**config.mk**
```make
export PLATFORM = sky130hd
export DESIGN_NAME = ipml_fifo_rd_unpacker
export DESIGN_NICKNAME = d
export VERILOG_FILES = /design/src/rtl/ipml_fifo_rd_unpacker.sv
export SDC_FILE = /design/constraint.sdc
export NUM_CORES = 1
export LEC_CHECK = 0
export CAP_MARGIN = 10
export CORE_AREA = 10 10 126 128
export DETAILED_ROUTE_END_ITERATION = 8
export DIE_AREA = 0 0 136 138
export PLACE_DENSITY_LB_ADDON = 0.15
export SKIP_LAST_GASP = 1
export SYNTH_ARGS = -nofsm -noshare
export SYNTH_HDL_FRONTEND = slang
export SYNTH_SLANG_ARGS = --single-unit
```
**constraint.sdc**
```tcl
create_clock -name rd_clk -period 1.6 [get_ports rd_clk]
set_input_delay 0.4 -clock rd_clk [delete_from_list [all_inputs] [get_ports rd_clk]]
set_output_delay 0.4 -clock rd_clk [all_outputs]
set_load 0.01 [all_outputs]
```
**src/rtl/ipml_fifo_rd_unpacker.sv**
```systemverilog
// ipml_fifo_rd_unpacker
//   Read-side unpacker for a show-ahead FIFO. Pops one wide word at a time and
//   serialises it into c_RATIO narrow beats on a valid/ready stream. A word can
//   be reloaded on the same edge that its last beat leaves, so back-to-back
//   words stream with no bubble.
//   Optional feature: define UNPACK_FLUSH_EN to add the `flush` input, which
//   discards the rest of the held word regardless of out_rdy.
module ipml_fifo_rd_unpacker #(
   parameter int c_IN_WIDTH  = 64,
   parameter int c_OUT_WIDTH = 16,
   parameter int c_RATIO     = 4,
   parameter int c_LSB_FIRST = 1
) (
   input  logic                   rd_clk,
   input  logic                   rd_rst,
   input  logic [c_IN_WIDTH-1:0]  fifo_rd_data,
   input  logic                   fifo_rd_vld,
   output logic                   fifo_rd_en,
   output logic [c_OUT_WIDTH-1:0] out_data,
   output logic                   out_vld,
   input  logic                   out_rdy,
   output logic                   out_last
`ifdef UNPACK_FLUSH_EN
   ,
   input  logic                   flush
`endif
);

   localparam int                  c_LANE_W    = $clog2(c_RATIO);
   localparam logic [c_LANE_W-1:0] c_LAST_LANE = c_LANE_W'(c_RATIO - 1);

   typedef enum logic {
      ST_EMPTY = 1'b0,
      ST_HOLD  = 1'b1
   } state_t;

   state_t                  state_q, state_d;
   logic [c_IN_WIDTH-1:0]   hold_q, hold_d;
   logic [c_LANE_W-1:0]     lane_q, lane_d;
   logic [c_LANE_W-1:0]     sel_s;
   logic [c_OUT_WIDTH-1:0]  slice_s [c_RATIO];
   logic                    hold_vld_s;
   logic                    last_s;
   logic                    xfer_s;
   logic                    drain_s;
   logic                    flush_s;
   logic                    load_s;

   // Split the held word into its narrow slices, slice 0 = least-significant bits.
   for (genvar gi = 0; gi < c_RATIO; gi++) begin : g_slice
      assign slice_s[gi] = hold_q[gi*c_OUT_WIDTH +: c_OUT_WIDTH];
   end

   // Beat order: either walk slices upward from the LSB or downward from the MSB.
   if (c_LSB_FIRST != 0) begin : g_lsb_first
      assign sel_s = lane_q;
   end else begin : g_msb_first
      assign sel_s = c_LAST_LANE - lane_q;
   end

`ifdef UNPACK_FLUSH_EN
   assign flush_s = flush;
`else
   assign flush_s = 1'b0;
`endif

   assign hold_vld_s = (state_q == ST_HOLD);
   assign last_s     = hold_vld_s & (lane_q == c_LAST_LANE);
   assign xfer_s     = hold_vld_s & out_rdy;
   assign drain_s    = xfer_s & last_s;

   // Pop only when the FIFO has a word and the holding slot is free (or being
   // freed this edge); never during reset so the head word survives it.
   assign fifo_rd_en = ~rd_rst & fifo_rd_vld & (~hold_vld_s | drain_s | flush_s);
   assign load_s     = fifo_rd_en;

   // Outputs come straight from state registers through the slice mux.
   assign out_vld  = hold_vld_s;
   assign out_last = last_s;
   assign out_data = slice_s[sel_s];

   // Next-state: load wins, then drain/flush empties, then a plain beat advances the lane.
   always_comb begin
      state_d = state_q;
      hold_d  = hold_q;
      lane_d  = lane_q;
      if (load_s) begin
         state_d = ST_HOLD;
         hold_d  = fifo_rd_data;
         lane_d  = {c_LANE_W{1'b0}};
      end else if (drain_s | flush_s) begin
         state_d = ST_EMPTY;
         lane_d  = {c_LANE_W{1'b0}};
      end else if (xfer_s) begin
         lane_d  = lane_q + c_LANE_W'(1);
      end else begin
         state_d = state_q;
      end
   end

   // State registers with synchronous reset that discards any held word.
   always_ff @(posedge rd_clk) begin
      if (rd_rst) begin
         state_q <= ST_EMPTY;
         hold_q  <= {c_IN_WIDTH{1'b0}};
         lane_q  <= {c_LANE_W{1'b0}};
      end else begin
         state_q <= state_d;
         hold_q  <= hold_d;
         lane_q  <= lane_d;
      end
   end

endmodule

```
==> summary.md, run 1 <==
| Metric | Value |
|---|---|
| Status | finished, violations left |
| Failing checks | negative setup slack |
| Switching part of the total | between 20% and 30% |
| Vias | between 2,000 and 2,500 |
| Pre-CTS setup slack | -0.669 ns |
| Clk pin slew, worst setup/hold paths | 0.06 ns |
| CP Capture Type | output port |
| Worst Clk Skew | 0.00523 ns |
| Clk pwr share | 41.9% |
| FP Rows | 43 |
| Crit path time final | 1.96 ns |
| Final net count | 416 |
| Hold_ws | 0.604 ns |
| DIE AREA | 18,800 sq um |
| Synthesis warning total | 0 |
| RSZ-0062 raised after global routing | yes |
| Reg power frac | 40.2% |
| Crit Path Class | flip-flop to output port |
| Die width | 136 microns |
| Critical path startpoint | lane_q[0]$_SDFFE_PP0P_ |
| DR iter-0 viols | slightly below 80 |
| Root Buffer | clkbuf_16 |
| Core ar. | 13,500 sq um |
| Synth-to-Final Area Change | 51.9% |
| Boundary Pins | 87 |
| Cells after synthesis | 243 |
| Synthesized area per cell | about 14 sq um |
| Cell area after synthesis | 3300 sq um |
| Reg2Reg Setup Slack | -0.24 ns |
| Antenna violations before repair | 0 |
| Share of the yosys chip area belonging to registers | approximately two fifths |
| Worst-skew pair later-pin latency | 0.33 ns |
| Hold path cells | 2 |
| Synth top area cells | dfxtp_1 (41%), mux2_4 (22%), nor2b_1 (12%), mux4_2 (11%), mux2_2 (5.1%) |
| FF+latch count, synth | 67 |
| WP data required | 1.20 ns |
| CTS HTree Levels | 3 |
| Setup ws final | -0.357 ns |
| Top cell type by total area after synthesis | dfxtp_1 |
| Hold Crit Endpoint | hold_q[43]$_SDFFE_PP0P_ |
| Share of layout cells above drive strength 1 | 40.9% |
| Main flop type after synthesis | dfxtp_1 |
| Vias in the first global route | about 2,400 |
| Grt ovf | 0 |
| Comb power frac | 17.9% |
| Die Height | 138 microns |
| P_sw | 0.00101 W |
| Cell area power density | between 900 and 1000 nW/um^2 |
| Worst r2r src | lane_q[0]$_SDFFE_PP0P_ |
| Worst reg2reg endpoint | hold_q[53]$_SDFFE_PP0P_ |
| Post-Route WL | 8820 microns |
| Worst EP arrival | 1.56 ns |
| Number of remaining DRC errors | 0 |
| Fmax | 0.511 GHz |
| Initial Util | between 20% and 30% |
| Final setup fails | 82 |
| Post-DP HPWL | 5460 microns |
| Internal power | about 0.0036 W |
| Worst Max-Slew Pin Slew | between 0.7 and 0.8 ns |
| Total CTS buffers | 9 |
| Net Count, Synth | 312 |
| GP Congestion | 0.670 |
| Largest net degree at the start of global routing | 68 |
| Leak | 2.01 nW |
| Max-cap viol count | 0 |
| Post-synth EDFFs | 0 |
| Sink Count | 67 |
| Final worst-path cycle share | 122% |
| CTS tree | done |
| HP Start | hold_q[43]$_SDFFE_PP0P_ |
| Worst slew margin | 51.9% |
| Final hold violation count | 0 |
| Setup crit start kind | flip-flop |
| Clk buf depth | 2 |
| Post-synth top area share | 40.6% |
| Total Routing Usage GR | 9.63% |
| Post-synth cell types | 20 |
| 1st-pass router iterations | 4 |
| Peak VDD IR | 0.523 mV |
| Setup TNS Final | -17.85 ns |
| Cts hold-fix bufs | 0 |
| Worst-path fanout max | 8 |
| Antenna diodes | 0 |
| Via/cell ratio | 4.02 |
| HP Class | flip-flop to flip-flop |
| Number of port buffers | 86 |
| Wire per inst | 16.6 microns |
| Final antenna-violating net count | 0 |
| First-pass GRT wire length | 13,800 microns |
| Final slew viol count | 0 |
| Post-synth ARST share | 0% |
| Worst r2r path cells | 7 |
==> what timing repair did <==
action                                  CTS  global route
gates cloned                              6             2
buffers inserted                          2             7
resized for setup                        86            36
pin swaps                                 0             2
endpoints found under the setup margin   83            82
==> cell type report <==
type | instances | area (sq um)
Tap cell | 180 | 225
Clock buffer | 15 | 288
Sequential cell | 67 | 1350
Fill cell | 1323 | 8490
Clock inverter | 1 | 5.00
Multi-Input combinational cell | 158 | 1850
Timing Repair Buffer | 111 | 1300
==> Yosys cell counts, types with 2 or more instances <==
cell type	number
buf_12	6
mux2_2	15
clkbuf_1	7
mux2_4	49
mux4_2	16
nor3_1	2
nor2b_1	64
a21oi_1	2
buf_2	2
nor2_1	2
buf_4	3
dfxtp_1	67
==> state kept, by name, indices dropped and copies added, names as in the netlist <==
register  flops
hold_q       64
out_vld       1
lane_q        2
==> layer usage <==
layer | up-vias | GRT usage [%] | part of all wire [%]
li1 | 1058 | - | -
met2 | 66 | 14.2 | 43
met5 | - | 0 | 0
met4 | 0 | 2.69 | 1.0
met3 | 5 | 5.65 | 9.1
met1 | 1012 | 11.6 | 46
==> power by group through the flow <==
| stage | Combinational, W | Clock [W] | Sequential [W] |
|---|---|---|---|
| after floorplan | 0.000421 | 0 | 0.00186 |
| after global placement | 0.000708 | 0 | 0.00187 |
| after detailed placement | 0.000709 | 0 | 0.00187 |
| after CTS | 0.000784 | 0.00200 | 0.00184 |
| after global routing | 0.000880 | 0.00207 | 0.00185 |
| final | 0.000821 | 0.00192 | 0.00184 |
==> stage by stage <==
| step | total power (W) | std cells | utilization (%) | cell area (sq um) |
|---|---|---|---|---|
| after floorplan | 0.00228 | 243 | - | 3310 |
| after global placement | 0.00258 | 502 | 32.1 | 4340 |
| after detailed placement | 0.00258 | 502 | 32.1 | 4340 |
| after CTS | 0.00463 | 526 | 35.9 | 4850 |
| after global routing | 0.00481 | 532 | 37.1 | 5010 |
| final | 0.00458 | 532 | 37.1 | 5010 |
==> worst max path at each step <==
| stage | cells past startpoint | to | slack, ns |
|---|---|---|---|
| 2_1_floorplan | 6 | hold_q[32]$_SDFFE_PP0P_ | 0.004 |
| 3_3_place_gp | 4 | fifo_rd_en | -0.68 |
| 3_5_place_dp | 4 | fifo_rd_en | -0.67 |
| 4_1_cts | 4 | out_data[15] | -0.48 |
| 5_1_grt | 3 | out_data[6] | -0.43 |
| 6_report | 3 | out_data[6] | -0.36 |
==> placed cells by master, fill, tap and decap left out, drive strengths merged, types with 2 or more instances in the layout <==
master         count
nor2               2
dfxtp             67
mux2              64
mux4              16
nor2b             64
clkbuf            18
a21oi              2
clkdlybuf4s50     66
buf               41
nor3               2
==> worst max-delay path, stage by stage, from the launching register on <==
cell and delay (ns):
dfxtp_4 0.41, buf_12 0.16, mux4_2 0.52, buf_6 0.14
==> kinds of logic after synthesis <==
family          Yosys count  share of synthesized area (%)
mux                      81                           38.6
flops                    67                           40.6
compound gates            3                          0.872
simple gates             73                           14.1
fa+ha+maj                 1                          0.379
buf+inv                  18                           5.42
No activity file was read; power rests on OpenSTA's default activity.
==> inputs of run 2 (changes only) <==
==> constraint.sdc (replaced) <==
create_clock -name rd_clk -period 1.65 [get_ports rd_clk]
set_input_delay 0.4125 -clock rd_clk [delete_from_list [all_inputs] [get_ports rd_clk]]
set_output_delay 0.4125 -clock rd_clk [all_outputs]
set_load 0.01 [all_outputs]
==> summary.md, run 2 (synthesis results as in run 1) <==
| Metric | Value |
|---|---|
| Worst r2r src | lane_q[0]$_SDFFE_PP0P_ |
| FP Rows | 43 (unchanged) |
| Vias in the first global route | 2,462 (+1.2%) |
| Antenna diodes | 0 (unchanged) |
| Crit Path Class | flip-flop to output port |
| Final setup fails | 82 (unchanged) |
| CP max-delay cell | mux4_2 |
| CP delay by family, top | multiplexers |
| Setup ws final | -0.314 ns (+0.0430 ns) |
| Hold path cells | 2 (unchanged) |
| Number of remaining DRC errors | 0 (unchanged) |
| Boundary Pins | 87 (unchanged) |
| Worst Clk Skew | 0.00575 ns (+0.000513 ns) |
| Max FFs per register | 64 (unchanged) |
| CTS tree | done |
| Max-cap viol count | 0 (unchanged) |
| Initial Util | 24.4% (unchanged) |
| DR iter-0 viols | 93 (+19%) |
| Final antenna-violating net count | 0 (unchanged) |
| RSZ-0062 raised after global routing | yes |
| Grt ovf | 0 (unchanged) |
| Leak | 1.95 nW (-2.9%) |
| Reg2Reg Setup Slack | -0.21 ns (+0.03 ns) |
| Final hold violation count | 0 (unchanged) |
| Area of placed instances | 4320 sq um (-0.40%) |
| Pre-CTS setup slack | -0.637 ns (+0.0321 ns) |
| First-pass GRT wire length | 13,800 microns (-0.36%) |
| Share of layout cells above drive strength 1 | 39.8% (-1.1 points) |
| Post-Route WL | 8730 microns (-1.1%) |
| Cell area power density | 905 nW/um^2 (-1.0%) |
| Worst EP arrival | 1.55 ns (about the same) |
| Worst reg2reg endpoint | hold_q[63]$_SDFFE_PP0P_ |
| 1st-pass router iterations | 4 (unchanged) |
| Final worst-path cycle share | 119% |
| Via/cell ratio | 4.02 (-0.14%) |
| HP Start | hold_q[48]$_SDFFE_PP0P_ |
| Sink Count | 67 (unchanged) |
| Post-DP HPWL | 5620 microns (+2.8%) |
| Synth-to-Final Area Change | 47.6% |
| WP data required | 1.24 ns (+0.04 ns) |
| Wire per inst | 16.5 microns (-0.50%) |
| Root Buffer | clkbuf_16 |
| GP Congestion | 0.686 (+2.4%) |
| Failing checks | negative setup slack |
| Clk pin slew, worst setup/hold paths | 0.06 ns (about the same) |
| Die width | 136 microns (unchanged) |
| Hold Crit Endpoint | hold_q[48]$_SDFFE_PP0P_ |
| Final net count | 413 (-0.72%) |
| Most frequent cells in the layout | dfxtp_1 (66), clkdlybuf4s50_1 (66), nor2b_1 (64), mux2_4 (49), buf_6 (19) |
| Worst Max-Slew Pin Slew | 0.751 ns (+0.0296 ns) |
| Vias | 2,126 (-0.70%) |
| Largest net degree at the start of global routing | 68 (unchanged) |
| Clk buf depth | 2 (unchanged) |
| Number of port buffers | 86 (unchanged) |
| Cts hold-fix bufs | 0 (unchanged) |
| Status | finished, violations left |
| Worst-path fanout max | 8 (unchanged) |
| Total CTS buffers | 9 (unchanged) |
| CP Buf/Inv Count | 2 (unchanged) |
| Setup crit start kind | flip-flop |
| HP Class | flip-flop to flip-flop |
| Hold_ws | 0.598 ns (-0.00587 ns) |
| FILL cells | 1,340 (+1.3%) |
| Fmax | 0.509 GHz |
| Critical Path Max Stage Delay | 0.53 ns (about the same) |
| DIE AREA | 18,800 sq um (unchanged) |
| Die Height | 138 microns (unchanged) |
| Post-route cell area | 4870 sq um (-2.8%) |
| Worst slew margin | 49.9% (-2.0 points) |
| Final slew viol count | 0 (unchanged) |
| CP Capture Type | output port |
| Peak VDD IR | 0.447 mV (-15%) |
| CTS HTree Levels | 3 (unchanged) |
| Worst r2r path cells | 7 (unchanged) |
| Worst-skew pair later-pin latency | 0.34 ns (about the same) |
| Total Routing Usage GR | 9.66% (+0.029 points) |
| Largest register by flop count | hold_q |
| CP Cell Sequence | buf_12 > mux4_2 > buf_6 |
| Crit path time final | about 2.0 ns |
| Antenna violations before repair | 0 (unchanged) |
| Core ar. | 13,500 sq um (unchanged) |
-- run 2: changes by cell type in the layout (fill, tap and decap cells not counted), moves of 3 or more --
cell / delta
mux2_2: +14
buf_2: -3
mux2_4: -14
buf_12: -7
buf_6: +5
-- run 2: layout make-up --
| type | count | area (sq um) | area share [%] |
|---|---|---|---|
| Sequential cell | 67 | 1350 | 27.6 |
| Multi-Input combinational cell | 158 | 1780 | 36.6 |
| Timing Repair Buffer | 108 | 1220 | 25.1 |
| Clock inverter | 1 | 5.00 | 0.103 |
| Tap cell | 180 | 225 | 4.62 |
| Clock buffer | 15 | 288 | 5.91 |
-- run 2: what timing repair did --
action,CTS,global route
cloned,5,0
gates resized for setup,99,5
endpoints found under the setup margin,83,82
endpoints found under the hold margin,0,0
setup buffers,2,3
-- run 2: report_power, final --
part	leakage, nW	switching (W)	total, W	internal, W
registers	0.552	0.0000494	0.00178	0.00173
clock network	0.146	0.000690	0.00187	0.00118
logic	1.25	0.000230	0.000754	0.000524
-- run 2: metrics by stage --
step	util, %	TNS (ns)	cells	power [W]
finish	36.1	-16.96	529	0.00441
global route	36.1	-21.96	529	0.00462
CTS	35.6	-16.65	526	0.00449
detailed placement	32.0	-43.87	503	0.00250
global placement	32.0	-43.57	503	0.00249
floorplan	-	0	243	0.00221
-- run 2: per-layer routing --
layer  track usage [%]  wire length [microns]  vias up
met5                 0                      0        -
met2              13.6                   3790       65
met1              11.9                   3990     1005
li1                  -                      -     1048
met3              5.80                    844        8
met4              3.20                    106        0
-- run 2: worst register-to-register path, cell delays in order (launching register included) --
cell and delay [ns]:
dfxtp_4 0.39, ha_2 0.22, a21boi_4 0.08, nor3b_4 0.26, buf_6 0.18, buf_4 0.14, buf_16 0.15, mux2_2 0.34
-- run 2: how the worst max path moves through the flow --
stage	startpoint	end	slack [ns]	depth (start not counted)
6_report	lane_q[0]$_SDFFE_PP0P_	out_data[14]	-0.31	3
5_1_grt	lane_q[0]$_SDFFE_PP0P_	out_data[2]	-0.38	3
2_1_floorplan	lane_q[0]$_SDFFE_PP0P_	out_data[0]	0.02	3
4_1_cts	lane_q[0]$_SDFFE_PP0P_	out_data[13]	-0.35	3
3_5_place_dp	out_rdy	fifo_rd_en	-0.64	4
3_3_place_gp	out_rdy	fifo_rd_en	-0.65	4
==> inputs of run 3 (changes only) <==
--- a/config.mk
+++ b/config.mk
@@ -7,8 +7,10 @@
 export LEC_CHECK = 0
 export CAP_MARGIN = 10
 export CORE_AREA = 10 10 126 128
+export CTS_CLUSTER_SIZE = 30
 export DETAILED_ROUTE_END_ITERATION = 8
 export DIE_AREA = 0 0 136 138
+export GPL_TIMING_DRIVEN = 0
 export PLACE_DENSITY_LB_ADDON = 0.15
 export SKIP_LAST_GASP = 1
 export SYNTH_ARGS = -nofsm -noshare
==> summary.md, run 3 (synthesis results as in run 1) <==
| Metric | Value |
|---|---|
| Status | finished, violations left |
| Failing checks | negative setup slack |
| Pre-CTS setup slack | -0.974 ns (-0.337 ns) |
| Die width | 136 microns (unchanged) |
| Fmax | 0.492 GHz (-3.3%) |
| Share of layout cells above drive strength 1 | 43.4% (+3.5 points) |
| Antenna violations before repair | 0 (unchanged) |
| Core ar. | 13,500 sq um (unchanged) |
| Grt ovf | 0 (unchanged) |
| Setup ws final | -0.381 ns (-0.0661 ns) |
| Die Height | 138 microns (unchanged) |
| Hold_ws | 0.602 ns (+0.00369 ns) |
| Final setup fails | 72 (-12%) |
| Root Buffer | clkbuf_16 |
| Leak | 2.08 nW (+6.7%) |
| Worst Clk Skew | 0.00285 ns (-0.00290 ns) |
| HP Class | flip-flop to flip-flop |
| WP data required | 1.24 ns (about the same) |
| RSZ-0062 raised after global routing | yes |
| Post-Route WL | 10,300 microns (+18%) |
| CTS tree | done |
| 1st-pass router iterations | 4 (unchanged) |
| Setup TNS Final | -16.78 ns (+0.177 ns) |
| DIE AREA | 18,800 sq um (unchanged) |
| DR iter-0 viols | 86 (-7.5%) |
| Worst Max-Slew Pin Slew | 0.335 ns (-0.416 ns) |
| Max FFs per register | 64 (unchanged) |
| Reg power frac | 39.2% (-1.3 points) |
| Clk buf depth | 2 (unchanged) |
| Cell area power density | 887 nW/um^2 (-2.0%) |
| Final antenna-violating net count | 0 (unchanged) |
| Most frequent cells in the layout | clkdlybuf4s50_1 (66), dfxtp_1 (65), nor2b_1 (64), mux2_4 (50), buf_6 (20) |
| Via/cell ratio | 4.08 (+1.6%) |
| Post-DP HPWL | 6760 microns (+20%) |
| Worst-path fanout max | 8 (unchanged) |
| Final worst-path cycle share | 123% (+4.0 points) |
| Largest net degree at the start of global routing | 11 (-84%) |
| Sink Count | 67 (unchanged) |
| FP Rows | 43 (unchanged) |
| Synth-to-Final Area Change | 55.8% |
| Worst EP arrival | 1.62 ns (+0.07 ns) |
| FILL cells | 1,340 (unchanged) |
| Final Util | 38.1% (+2.0 points) |
| Commonest non-fill, non-tap cell in the layout | clkdlybuf4s50_1 |
| Wire per inst | 18.8 microns (+14%) |
| Final hold violation count | 0 (unchanged) |
| P_sw | 0.00101 W (+4.6%) |
| Boundary Pins | 87 (unchanged) |
| Switching part of the total | 22.2% (+0.24 points) |
| Vias in the first global route | 2,644 (+7.4%) |
| CTS HTree Levels | 3 (unchanged) |
| Number of remaining DRC errors | 0 (unchanged) |
| First-pass GRT wire length | 15,800 microns (+15%) |
| Vias | 2,242 (+5.5%) |
| CP Capture Type | output port |
| Worst slew margin | 77.7% (+28 points) |
| GP Congestion | 0.693 (+1.1%) |
| Final slew viol count | 0 (unchanged) |
| Initial Util | 24.4% (unchanged) |
| Comb power frac | 18.3% (+1.2 points) |
| Multi-input combinational cell area | 1800 sq um (+0.91%) |
| Total CTS buffers | 9 (unchanged) |
| Number of port buffers | 86 (unchanged) |
| FF+latch area | 1340 sq um (about the same) |
| Largest register by flop count | hold_q |
| Final net count | 434 (+5.1%) |
| Cts hold-fix bufs | 0 (unchanged) |
| Internal power | 0.00355 W (+3.2%) |
| Clk pwr share | 42.6% (+0.2 points) |
| Peak VDD IR | 0.435 mV (-2.5%) |
| Crit Path Class | flip-flop to output port |
| Worst-skew pair later-pin latency | 0.33 ns (about the same) |
| Clk pin slew, worst setup/hold paths | 0.06 ns (about the same) |
| Antenna diodes | 0 (unchanged) |
| Max-cap viol count | 0 (unchanged) |
| Setup crit start kind | flip-flop |
| Total Routing Usage GR | 11.3% (+1.7 points) |
| Crit path time final | 2.03 ns (+0.0661 ns) |
==> run 3: final timing paths <==
path / startpoint / endpoint / slack [ns] / cells after the start
setup / recovery: lane_q[0]$_SDFFE_PP0P_ / out_data[14] / -0.38 / 4
hold / removal: hold_q[42]$_SDFFE_PP0P_ / hold_q[42]$_SDFFE_PP0P_ / 0.60 / 2
setup reg to reg: lane_q[0]$_SDFFE_PP0P_ / hold_q[9]$_SDFFE_PP0P_ / -0.31 / 10
hold reg to reg: hold_q[42]$_SDFFE_PP0P_ / hold_q[42]$_SDFFE_PP0P_ / 0.60 / 2
==> run 3: metal layers <==
metal | GRT usage [%] | wire [microns]
met4 | 2.69 | 55
met5 | 0 | 0
met3 | 5.29 | 774
met1 | 13.2 | 4560
met2 | 18.3 | 4930
==> run 3: layout make-up <==
type | count | area share (%)
flip-flops and latches | 67 | 26.1
plain buffers | 17 | 4.28
repair buffers | 112 | 24.5
clock inverters | 2 | 0.681
well taps | 180 | 4.38
multi-input cells | 158 | 35.0
clock buffers | 13 | 5.06
==> run 3: power groups by stage <==
stage          Clock [W]  Combinational, W  Sequential (W)
3_5_place_dp           0          0.000724         0.00182
6_report         0.00194          0.000833         0.00179
3_3_place_gp           0          0.000719         0.00182
5_1_grt          0.00207          0.000891         0.00180
4_1_cts          0.00200          0.000862         0.00179
2_1_floorplan          0          0.000408         0.00180
==> run 3: per-stage QoR <==
stage	cell area (sq um)	std cells	power [W]
detailed placement	4390	509	0.00254
CTS	5190	550	0.00465
global placement	4390	509	0.00254
floorplan	3310	243	0.00221
global route	5140	549	0.00476
finish	5140	549	0.00456
==> run 3: critical path: stages (launching register included) <==
cell and delay, ns:
dfxtp_2 0.34, buf_8 0.14, buf_4 0.14, mux4_2 0.52, buf_6 0.14
==> run 3: what timing repair did <==
item | in CTS | in global routing
buffers inserted | 20 | 4
gates resized for setup | 125 | 10
pin swaps | 3 | 1
cloned | 6 | 1
setup endpoints to repair | 78 | 82
